File: src/rtl/block_sequencer.sv
// ============================================================================
// block_sequencer: runs the conv/pool stages of one VGG block in order, with a
// block start/busy/done handshake, per-stage watchdog, abort and cycle counter.
// Rev 1.0
// ============================================================================
`default_nettype none

module block_sequencer #(
  parameter int NUM_STAGES      = 4,
  parameter int STAGE_IDX_WIDTH = 2,
  parameter int TIMEOUT_CYCLES  = 1048576,
  parameter int TIMER_WIDTH     = 21,
  parameter int CNT_WIDTH       = 32
) (
  input  logic                       clk,
  input  logic                       rst_n,
  input  logic                       i_start,
  input  logic                       i_abort,
  input  logic [NUM_STAGES-1:0]      i_stage_done,
  output logic [NUM_STAGES-1:0]      o_stage_start,
  output logic                       o_busy,
  output logic                       o_done,
  output logic                       o_error,
  output logic [STAGE_IDX_WIDTH-1:0] o_stage_idx,
  output logic [CNT_WIDTH-1:0]       o_cycle_count
);

  typedef enum logic [2:0] {
    S_IDLE   = 3'd0,
    S_LAUNCH = 3'd1,
    S_WAIT   = 3'd2,
    S_FINISH = 3'd3,
    S_ERROR  = 3'd4
  } state_t;

  localparam logic [STAGE_IDX_WIDTH-1:0] c_LAST_STAGE = STAGE_IDX_WIDTH'(NUM_STAGES - 1);
  localparam logic [TIMER_WIDTH-1:0]     c_TIMER_LAST = TIMER_WIDTH'(TIMEOUT_CYCLES - 1);
  localparam bit                         c_WDOG_EN    = (TIMEOUT_CYCLES != 0);

  state_t                     r_state, w_state_nxt;
  logic [STAGE_IDX_WIDTH-1:0] r_stage_idx, w_stage_idx_nxt;
  logic [TIMER_WIDTH-1:0]     r_timer, w_timer_nxt;
  logic [CNT_WIDTH-1:0]       r_cycle_count, w_cycle_count_nxt;

  logic [NUM_STAGES-1:0]      w_stage_sel;
  logic                       w_cur_done;
  logic                       w_busy;

  // One-hot of the current stage; masks foreign done bits and drives the start pulse.
  assign w_stage_sel = NUM_STAGES'(1) << r_stage_idx;
  assign w_cur_done  = |(i_stage_done & w_stage_sel);
  assign w_busy      = (r_state == S_LAUNCH) || (r_state == S_WAIT) || (r_state == S_FINISH);

  always_ff @(posedge clk) begin
    if (!rst_n) begin
      r_state       <= S_IDLE;
      r_stage_idx   <= '0;
      r_timer       <= '0;
      r_cycle_count <= '0;
    end else begin
      r_state       <= w_state_nxt;
      r_stage_idx   <= w_stage_idx_nxt;
      r_timer       <= w_timer_nxt;
      r_cycle_count <= w_cycle_count_nxt;
    end
  end

  always_comb begin
    w_state_nxt       = r_state;
    w_stage_idx_nxt   = r_stage_idx;
    w_timer_nxt       = r_timer;
    w_cycle_count_nxt = r_cycle_count;

    if (w_busy && (r_cycle_count != '1)) begin
      w_cycle_count_nxt = r_cycle_count + CNT_WIDTH'(1);
    end

    case (r_state)
      S_IDLE: begin
        if (i_start) begin
          w_state_nxt       = S_LAUNCH;
          w_stage_idx_nxt   = '0;
          w_timer_nxt       = '0;
          w_cycle_count_nxt = '0;
        end
      end
      S_LAUNCH: begin
        w_timer_nxt = '0;
        w_state_nxt = i_abort ? S_IDLE : S_WAIT;
      end
      S_WAIT: begin
        // Completion outranks the watchdog when both land on the same cycle.
        if (i_abort) begin
          w_state_nxt = S_IDLE;
        end else if (w_cur_done) begin
          if (r_stage_idx == c_LAST_STAGE) begin
            w_state_nxt = S_FINISH;
          end else begin
            w_stage_idx_nxt = r_stage_idx + STAGE_IDX_WIDTH'(1);
            w_state_nxt     = S_LAUNCH;
          end
        end else if (c_WDOG_EN && (r_timer == c_TIMER_LAST)) begin
          w_state_nxt = S_ERROR;
        end else begin
          w_timer_nxt = r_timer + TIMER_WIDTH'(1);
        end
      end
      S_FINISH: begin
        w_state_nxt = S_IDLE;
      end
      S_ERROR: begin
        if (i_abort) begin
          w_state_nxt = S_IDLE;
        end
      end
      default: begin
        w_state_nxt = S_IDLE;
      end
    endcase
  end

  assign o_stage_start = (r_state == S_LAUNCH) ? w_stage_sel : '0;
  assign o_busy        = w_busy;
  assign o_done        = (r_state == S_FINISH);
  assign o_error       = (r_state == S_ERROR);
  assign o_stage_idx   = r_stage_idx;
  assign o_cycle_count = r_cycle_count;

endmodule

`default_nettype wire

File: config.mk
export PLATFORM = sky130hd
export DESIGN_NAME = block_sequencer
export DESIGN_NICKNAME = d
export VERILOG_FILES = /design/src/rtl/block_sequencer.sv
export SDC_FILE = /design/constraint.sdc
export NUM_CORES = 1
export LEC_CHECK = 0
export CORE_MARGIN = 2
export CORE_UTILIZATION = 54
export DETAILED_ROUTE_END_ITERATION = 7
export PLACE_DENSITY_LB_ADDON = 0.05
export SLEW_MARGIN = 20
export SYNTH_ARGS = -nofsm -noshare
export SYNTH_HDL_FRONTEND = slang
export SYNTH_SLANG_ARGS = --single-unit
File: constraint.sdc
create_clock -name clk -period 5.95 [get_ports clk]
set_input_delay 0.8925 -clock clk [delete_from_list [all_inputs] [get_ports clk]]
set_output_delay 0.8925 -clock clk [all_outputs]
set_load 0.05 [all_outputs]
==> key figures, run 1 <==
Cells and area
  – Synthesis-to-finish area growth: 23.3%
  – Fill cells: 484
  – Layout cells sized above 1: 6.87%
  – Nets: 460
  – Post-route cell area: 3980 um2
  – Most common cell after layout, fill and taps aside: dfxtp_1
  – Diodes inserted: 0
  – Commonest cells after routing, fill and taps aside: dfxtp_1 (58), clkdlybuf4s50_1 (48), nand2_1 (36)
  – Fin util: 68.1%

Clock network
  – CTS buffer count: 9
  – Clock latency on the worst-skew pair: 350 ps
  – Clk slew on worst S/H paths: 70 ps
  – CTS Hold Bufs: 0
  – CTS tree: done
  – Sink Count: 58
  – Clock Root Buffer: clkbuf_8
  – H-tree depth: 3
  – Post-CTS setup buffer count: 0
  – Maximum clock insertion buffer count: 2
  – Post-CTS Resized: 0

Place
  – # port buffers: 48
  – Post-DP HPWL: 5450 um
  – RePlAce Congestion: 0.878
  – Area after DPL: 3740 um2

Timing
  – Hold Fails Final Rpt: 0
  – Sum Neg Setup Slack: 0 ps
  – Min cycle time layout: 3260 ps
  – Final Slew Violations: 0
  – Hold_ws: 475 ps
  – Worst-Margin Slew: 969 ps
  – Final setup viols: 0
  – Max-slew headroom: 34.8%
  – Max Clk Rate: 0.306 GHz
  – Clock skew: 9.33 ps
  – Unrepaired setup endpoints after global routing: false
  – Final period util: 54.9%

Synthesis
  – Syn nets: 418
  – Dominant synthesized flop cell: dfxtp_1
  – Mean Syn Cell Area: 8.00 um2
  – Post-synth top area cell: dfxtp_1
  – Post-synth EDFFs: 0
  – Post-synthesis cell type count: 53
  – Synth top area cells: dfxtp_1 (36%), a21oi_1 (5.3%), o21ai_0 (4.8%), nand4_1 (4.3%), nand2_1 (4.2%)
  – Post-Syn Area: 3230 um2
  – Top cell type's share of synthesized area: 35.9%
  – Synth warn: 0
  – Synthesized flop and latch total: 58
  – Syn Inst Count: 404
  – Seq/Total Area, Yosys: 35.9%
  – Ys async rst share: 0%

Critical path
  – CP Capture Type: output port
  – Crit Reg-Reg Startpoint: r_timer[0]
  – Startpoint types: register
  – CP startpoint: r_state[0]
  – R2R depth: 6
  – Data required, critical path: 5060 ps
  – Max FO, Critical Path: 11
  – Kind of critical path: register to output port
  – Worst endpoint data arrival time: 2370 ps

Detailed routing
  – Via/cell ratio: 6.24
  – Total Wirelength: 8110 um
  – Vias: 3,280
  – 1st-iter DRT viols: 152
  – Average routed wire per standard cell: 15.4 um
  – Drc violations: 0
  – Remaining antenna violation count: 0
  – Pre-antenna DRT Iters: 4

Power and ir drop
  – Total chip power: 0.898 mW
  – Pwr Density: 225 nW/um2
  – Worst VDD drop: 164 uV
  – Leakage: 1.22 nW

Die
  – Core area: 5850 um2
  – Die Span Y: 81.3 um
  – # IOs: 49
  – Rows: 28
  – Initial Utilization: 55.2%
  – Total die area: 6620 um2
  – Die Width: 81.3 um

Worst hold path
  – Hold/Removal Path Class: register to register
  – Hold path cells: 2
  – Hold_sp: r_timer[20]

GRT
  – GR Overflow Total: 0
  – First-pass GRT wire length: 13,200 um
  – Tot GR Track Use: 25.5%
  – Initial antenna violation count: 0
  – Largest net degree at the start of global routing: 32
  – Vias in the first global route: 2,853

Run status
  – Outcome: finished, final reports clean

Run
  – Max-cap viol count: 0
## flip-flops by register name, summed over array words and instances, names as in the netlist
| signal | cells |
|---|---|
| o_cycle_count | 32 |
| r_timer | 21 |
| r_state | 3 |
| o_stage_idx | 2 |
## final timing paths
kind	slack, ps	to
setup reg to reg	3220	r_timer[7]
hold / removal	480	r_timer[20]
hold reg to reg	480	r_timer[20]
setup / recovery	2690	o_stage_start[1]
## worst max-delay path, cell delays in order (launching register included)
cell and delay [ps]:
dfxtp_1 540, inv_1 140, nor3_1 350, and2_1 190, clkdlybuf4s50_1 790
## final cells by class
class	instances	area (um2)	area share (%)
inverter	9	33.8	0.848
sequential	58	1160	29.1
multi-input combinational	318	1970	49.3
tap	75	93.8	2.36
clock inverter	5	103	2.58
timing repair buffer	50	495	12.4
clock buffer	11	131	3.30
## synth_stat cells, types with 3 or more instances
| cell | number |
|---|---|
| nand2_1 | 36 |
| xnor2_1 | 8 |
| a22o_1 | 3 |
| o31ai_1 | 9 |
| or3_1 | 21 |
| ha_1 | 6 |
| and2_1 | 5 |
| nor4_2 | 3 |
| nor3_1 | 7 |
| and4_1 | 4 |
| mux2i_1 | 3 |
| a2111oi_0 | 5 |
| and3_1 | 6 |
| inv_1 | 9 |
| nor2_1 | 28 |
| dfxtp_1 | 58 |
| nand3_1 | 24 |
| nand4_1 | 22 |
| o211ai_1 | 12 |
| a21oi_1 | 34 |
| or4_1 | 11 |
| nor4_1 | 6 |
| a31oi_1 | 3 |
| o21ai_0 | 31 |
| clkbuf_1 | 14 |
| buf_2 | 3 |
## cells by family after synthesis
group / synth area share [%]
compound gates: 21.5
flops: 35.9
fa+ha+maj: 2.32
simple gates: 33.3
buf+inv: 3.52
mux: 0.930
xor+xnor: 2.44
## metal layers
layer	wire (um)	vias up	GRT usage [%]	share of wire [%]
met4	108	0	8.64	1.3
met5	0	-	0	0
met1	3700	1537	31.5	46
li1	-	1641	-	-
met3	388	8	7.33	4.8
met2	3920	94	42.4	48
## metrics by stage
stage / setup WS (ps) / cells
global route: 2570 / 526
detailed placement: 2700 / 510
global placement: 2720 / 510
floorplan: 3230 / 404
finish: 2690 / 526
CTS: 2720 / 526
## report_power, final
part	internal, mW	total (mW)	switching, mW	leakage, nW
clock	0.278	0.443	0.165	0.114
combinational	0.0201	0.0606	0.0405	0.639
sequential	0.390	0.394	0.00437	0.467
total	0.688	0.898	0.210	1.22
Power figures use the tool's default switching activity.
==> run 2: changes to the inputs <==
- CORE_UTILIZATION: 54 -> 49
- clock period: 5.95 -> 2.75 ns (I/O delays scaled with it)
==> run 2 against run 1 <==
Against the previous run: sequential share of layout area down 0.69 points; sequential power rose by 120%; non-clock buffer count grew 18; clock skew rose by 2.9 ps; final area increased by 2.4%; worst setup slack worse by 2500 ps; sequential cell count stayed put; via count is 1.6% higher; worst hold slack worse by 31 ps; combinational power up 150%; global-route usage is 1.6 points lower; largest cell class unchanged; largest power group is now sequential cells.
==> key figures, run 2 (same netlist as run 1, synthesis figures left out) <==
Clock network
  – CTS buffer count: 9
  – H-tree depth: 3
  – CTS tree: done
  – CTS Hold Bufs: 0
  – Post-CTS setup buffer count: 0
  – Sink Count: 58
  – Maximum clock insertion buffer count: 2
  – Clk slew on worst S/H paths: 60 ps
  – Clock Root Buffer: clkbuf_8
  – Post-CTS Resized: 0
  – Clock latency on the worst-skew pair: 340 ps

Cells and area
  – Commonest cells after routing, fill and taps aside: dfxtp_1 (58), clkdlybuf4s50_1 (48), nand2_1 (36)
  – Synthesis-to-finish area growth: 26.3%
  – Diodes inserted: 0
  – Max reg flops: 32
  – Layout cells sized above 1: 10.7%
  – Most common cell after layout, fill and taps aside: dfxtp_1
  – Nets: 478

Timing
  – Worst-Margin Slew: 516 ps
  – Clock skew: 12.2 ps
  – Final setup viols: 0
  – Final Slew Violations: 0
  – Hold_ws: 444 ps
  – Sum Neg Setup Slack: 0 ps
  – Hold Fails Final Rpt: 0
  – Unrepaired setup endpoints after global routing: false
  – Max Clk Rate: 0.391 GHz
  – Min cycle time layout: 2560 ps
  – Final period util: 93.0%
  – Max-slew headroom: 65.3%

Worst hold path
  – Hold/Removal Path Class: register to register
  – Hold path cells: 2

GRT
  – Largest net degree at the start of global routing: 32
  – Initial antenna violation count: 0
  – GR Util met2: 41.8%
  – Global routing met3 resource utilization: 5.74%
  – First-pass GRT wire length: 14,300 um
  – GR Overflow Total: 0
  – Most Crowded Layer GR: met2
  – Tot GR Track Use: 23.9%
  – GR met1 Demand/Resource: 29.4%
  – Vias in the first global route: 3,155

Place
  – RePlAce Congestion: 0.863
  – # port buffers: 48
  – Post-DP HPWL: 5890 um

Detailed routing
  – Vias: 3,333
  – Average routed wire per standard cell: 15.1 um
  – Drc violations: 0
  – Remaining antenna violation count: 0
  – Pre-antenna DRT Iters: 4
  – Via/cell ratio: 6.10
  – Total Wirelength: 8270 um
  – 1st-iter DRT viols: 159

Die
  – Die Span Y: 85.2 um
  – Die Width: 85.2 um
  – Initial Utilization: 50.9%
  – Rows: 29
  – Core area: 6350 um2
  – Total die area: 7260 um2
  – # IOs: 49

Critical path
  – R2R depth: 8
  – Kind of critical path: register to output port
  – Data required, critical path: 2340 ps
  – Startpoint types: register
  – Max FO, Critical Path: 14
  – Worst endpoint data arrival time: 2150 ps
  – CP Capture Type: output port
  – Flop2flop setup slack: 330 ps

Power and ir drop
  – Worst VDD drop: 317 uV
  – Pwr Density: 441 nW/um2
  – Leakage: 1.30 nW

Run status
  – Outcome: finished, final reports clean

Run
  – Max-cap viol count: 0
run 2: cell count changes in the layout (fill, tap and decap cells not counted), sizes merged:
| cell | before | now |
|---|---|---|
| buf | 2 | 20 |
| clkinvlp | 1 | 0 |
| bufinv | 3 | 1 |
| clkinv | 1 | 4 |
run 2: metrics by stage:
stage	std cells	utilization [%]	instance area (um2)	total power, mW	setup WS [ps]
2_1_floorplan	404	-	3230	0.962	92.0
3_3_place_gp	530	61.1	3880	1.02	246
3_5_place_dp	530	61.1	3880	1.02	231
4_1_cts	546	64.2	4080	1.81	118
5_1_grt	546	64.3	4080	1.86	83.5
6_report	546	64.3	4080	1.80	192
run 2: metal layers:
metal	share of wire, %	routed length [um]
met1	46	3770
met2	49	4030
met3	4.4	365
met4	1.2	101
met5	0	0
run 2: worst paths after layout:
kind	startpoint	endpoint
hold / removal	r_timer[20]	r_timer[20]
hold reg to reg	r_timer[20]	r_timer[20]
setup / recovery	r_state[1]	o_busy
setup reg to reg	o_stage_idx[0]	r_timer[5]
run 2: layout make-up:
type | instances | area [um2]
flip-flops and latches | 58 | 1160
repair buffers | 68 | 631
fillers | 569 | 2270
inverters | 9 | 33.8
well taps | 77 | 96.3
clock inverters | 5 | 53.8
clock buffers | 11 | 141
multi-input cells | 318 | 1960
run 2: worst max-delay path: stages (launching register included):
cell and delay, ps:
dfxtp_1 580, o21bai_2 190, inv_1 210, clkdlybuf4s50_1 840
run 2: power breakdown:
part | internal (mW) | leakage (nW) | switching (mW)
registers | 0.844 | 0.467 | 0.00695
logic | 0.0564 | 0.733 | 0.0946
clock network | 0.441 | 0.103 | 0.358
total | 1.34 | 1.30 | 0.459
==> run 3: changes to the inputs <==
==> constraint.sdc (replaced) <==
create_clock -name clk -period 2.75 [get_ports clk]
set_input_delay 0.4125 -clock clk [delete_from_list [all_inputs] [get_ports clk]]
set_output_delay 0.4125 -clock clk [all_outputs]
set_load 0.1 [all_outputs]
==> run 3 against run 2 <==
Against the previous run: highest routed layer unchanged; clock skew shrank 4.7 ps; count of clock-buffer cells in the layout unchanged; die area did not move; via count is 0.51% lower; register-to-register slack got worse by 30 ps; global-route usage rose by 0.29 points; utilization fell by 1.7 points; fmax rose by 4.4%.
==> key figures, run 3 (same netlist as run 1, synthesis figures left out) <==
GRT
  – Tot GR Track Use: 24.2%
  – GR Overflow Total: 0
  – Largest net degree at the start of global routing: 29
  – Initial antenna violation count: 0
  – Vias in the first global route: 3,030
  – First-pass GRT wire length: 14,300 um

Clock network
  – Post-CTS Resized: 0
  – Clock Root Buffer: clkbuf_8
  – CTS tree: done
  – Clock latency on the worst-skew pair: 340 ps
  – Clk slew on worst S/H paths: 70 ps
  – Maximum clock insertion buffer count: 2
  – CTS buffer count: 9
  – H-tree depth: 3
  – Post-CTS setup buffer count: 0
  – Sink Count: 58
  – CTS Hold Bufs: 0

Worst hold path
  – Hold endpoint: r_timer[20]
  – Hold/Removal Path Class: register to register
  – Hold path cells: 2
  – Hold_sp: r_timer[20]

Die
  – Core area: 6350 um2
  – Die Width: 85.2 um
  – Initial Utilization: 50.9%
  – Rows: 29
  – Total die area: 7260 um2
  – # IOs: 49
  – Die Span Y: 85.2 um

Cells and area
  – Fill cells: 600
  – Max reg flops: 32
  – Commonest cells after routing, fill and taps aside: buf_4 (58), dfxtp_1 (47), nand2_1 (36)
  – Nets: 475
  – Most common cell after layout, fill and taps aside: buf_4
  – Synthesis-to-finish area growth: 22.9%
  – Diodes inserted: 0
  – Layout cells sized above 1: 21.3%

Place
  – Pre-CTS WS: 156 ps
  – RePlAce Congestion: 0.871
  – # port buffers: 48
  – Post-DP HPWL: 6030 um

Timing
  – Final period util: 89.1%
  – Sum Neg Setup Slack: 0 ps
  – Max Clk Rate: 0.408 GHz
  – Min cycle time layout: 2450 ps
  – Hold Fails Final Rpt: 0
  – Final setup viols: 0
  – Setup ws final: 299 ps
  – Unrepaired setup endpoints after global routing: false
  – Final Slew Violations: 0
  – Max-slew headroom: 37.3%
  – Clock skew: 7.47 ps
  – Worst-Margin Slew: 940 ps

Detailed routing
  – Via/cell ratio: 6.13
  – Average routed wire per standard cell: 15.6 um
  – 1st-iter DRT viols: 101
  – Total Wirelength: 8450 um
  – Remaining antenna violation count: 0
  – Drc violations: 0
  – Vias: 3,316
  – Pre-antenna DRT Iters: 5

Critical path
  – Data required, critical path: 3010 ps
  – CP Buf/Inv Count: 1
  – Crit path max-delay family: compound AO/OA/AOI/OAI gates
  – Worst-path cell chain: inv_1, ha_1, a22o_1, or4_4, a211oi_1, nand4_1, o31ai_1
  – CP startpoint: o_stage_idx[0]
  – Worst endpoint data arrival time: 2710 ps
  – Worst path max stage delay: 560 ps
  – Worst path slowest cell: or4_4
  – Kind of critical path: register to register
  – R2R depth: 7
  – Startpoint types: register
  – Flop2flop setup slack: 300 ps
  – RR Endpoint: r_timer[17]
  – Max FO, Critical Path: 5
  – Crit Reg-Reg Startpoint: o_stage_idx[0]
  – CP Capture Type: register

Power and ir drop
  – Worst VDD drop: 256 uV
  – Leakage: 1.38 nW
  – Pwr Density: 454 nW/um2

Run
  – Max-cap viol count: 0

Run status
  – Outcome: finished, final reports clean
-- run 3: cell types whose count changed in the layout (fill, tap and decap cells not counted), moves of 2 or more --
cell | previous run | this run
clkdlybuf4s50_1 | 48 | 7
nor3b_1 | 2 | 0
dfxtp_2 | 0 | 11
dfxtp_1 | 58 | 47
nor3b_2 | 1 | 3
buf_4 | 20 | 58
-- run 3: how the worst max path moves through the flow --
stage / end / slack, ps / cells after the start
3_3_place_gp: r_timer[17] / 200 / 6
5_1_grt: r_timer[17] / 90 / 7
4_1_cts: r_timer[17] / 330 / 7
6_report: r_timer[17] / 300 / 7
2_1_floorplan: o_cycle_count[26] / 7 / 5
3_5_place_dp: r_timer[17] / 160 / 6
-- run 3: tightest hold or removal path, delay by kind of cell (launching register included) --
kind,cells,cell delay (ps)
AND/OR/NAND/NOR,2,90
flip-flops,1,330
-- run 3: layout make-up --
| class | instances | area [um2] | area share (%) |
|---|---|---|---|
| Clock buffer | 11 | 151 | 3.81 |
| Multi-Input combinational cell | 318 | 1970 | 49.6 |
| Sequential cell | 58 | 1170 | 29.6 |
| Timing Repair Buffer | 65 | 505 | 12.7 |
| Inverter | 9 | 33.8 | 0.851 |
| Clock inverter | 3 | 40.0 | 1.01 |
| Tap cell | 77 | 96.3 | 2.43 |
-- run 3: through the flow --
step	total power [mW]	hold slack, ps	instance area (um2)	utilization [%]	cells
2_1_floorplan	0.984	420	3250	-	404
3_3_place_gp	1.03	447	3780	59.5	527
3_5_place_dp	1.04	453	3780	59.5	527
4_1_cts	1.82	461	3970	62.5	541
5_1_grt	1.87	478	3970	62.5	541
6_report	1.80	465	3970	62.5	541
-- run 3: report_power, final --
group	leakage [nW]	internal, mW	switching, mW
combinational	0.804	0.0509	0.113
clock	0.101	0.454	0.331
sequential	0.473	0.844	0.00963
-- run 3: routing by layer --
layer  part of all wire (%)  global-route usage, %  vias to the layer above
li1                       -                      -                     1658
met1                     44                   31.5                     1571
met2                     49                   39.6                       76
met3                    4.7                   4.86                       11
met4                    1.6                   9.24                        0
met5                      0                      0                        -
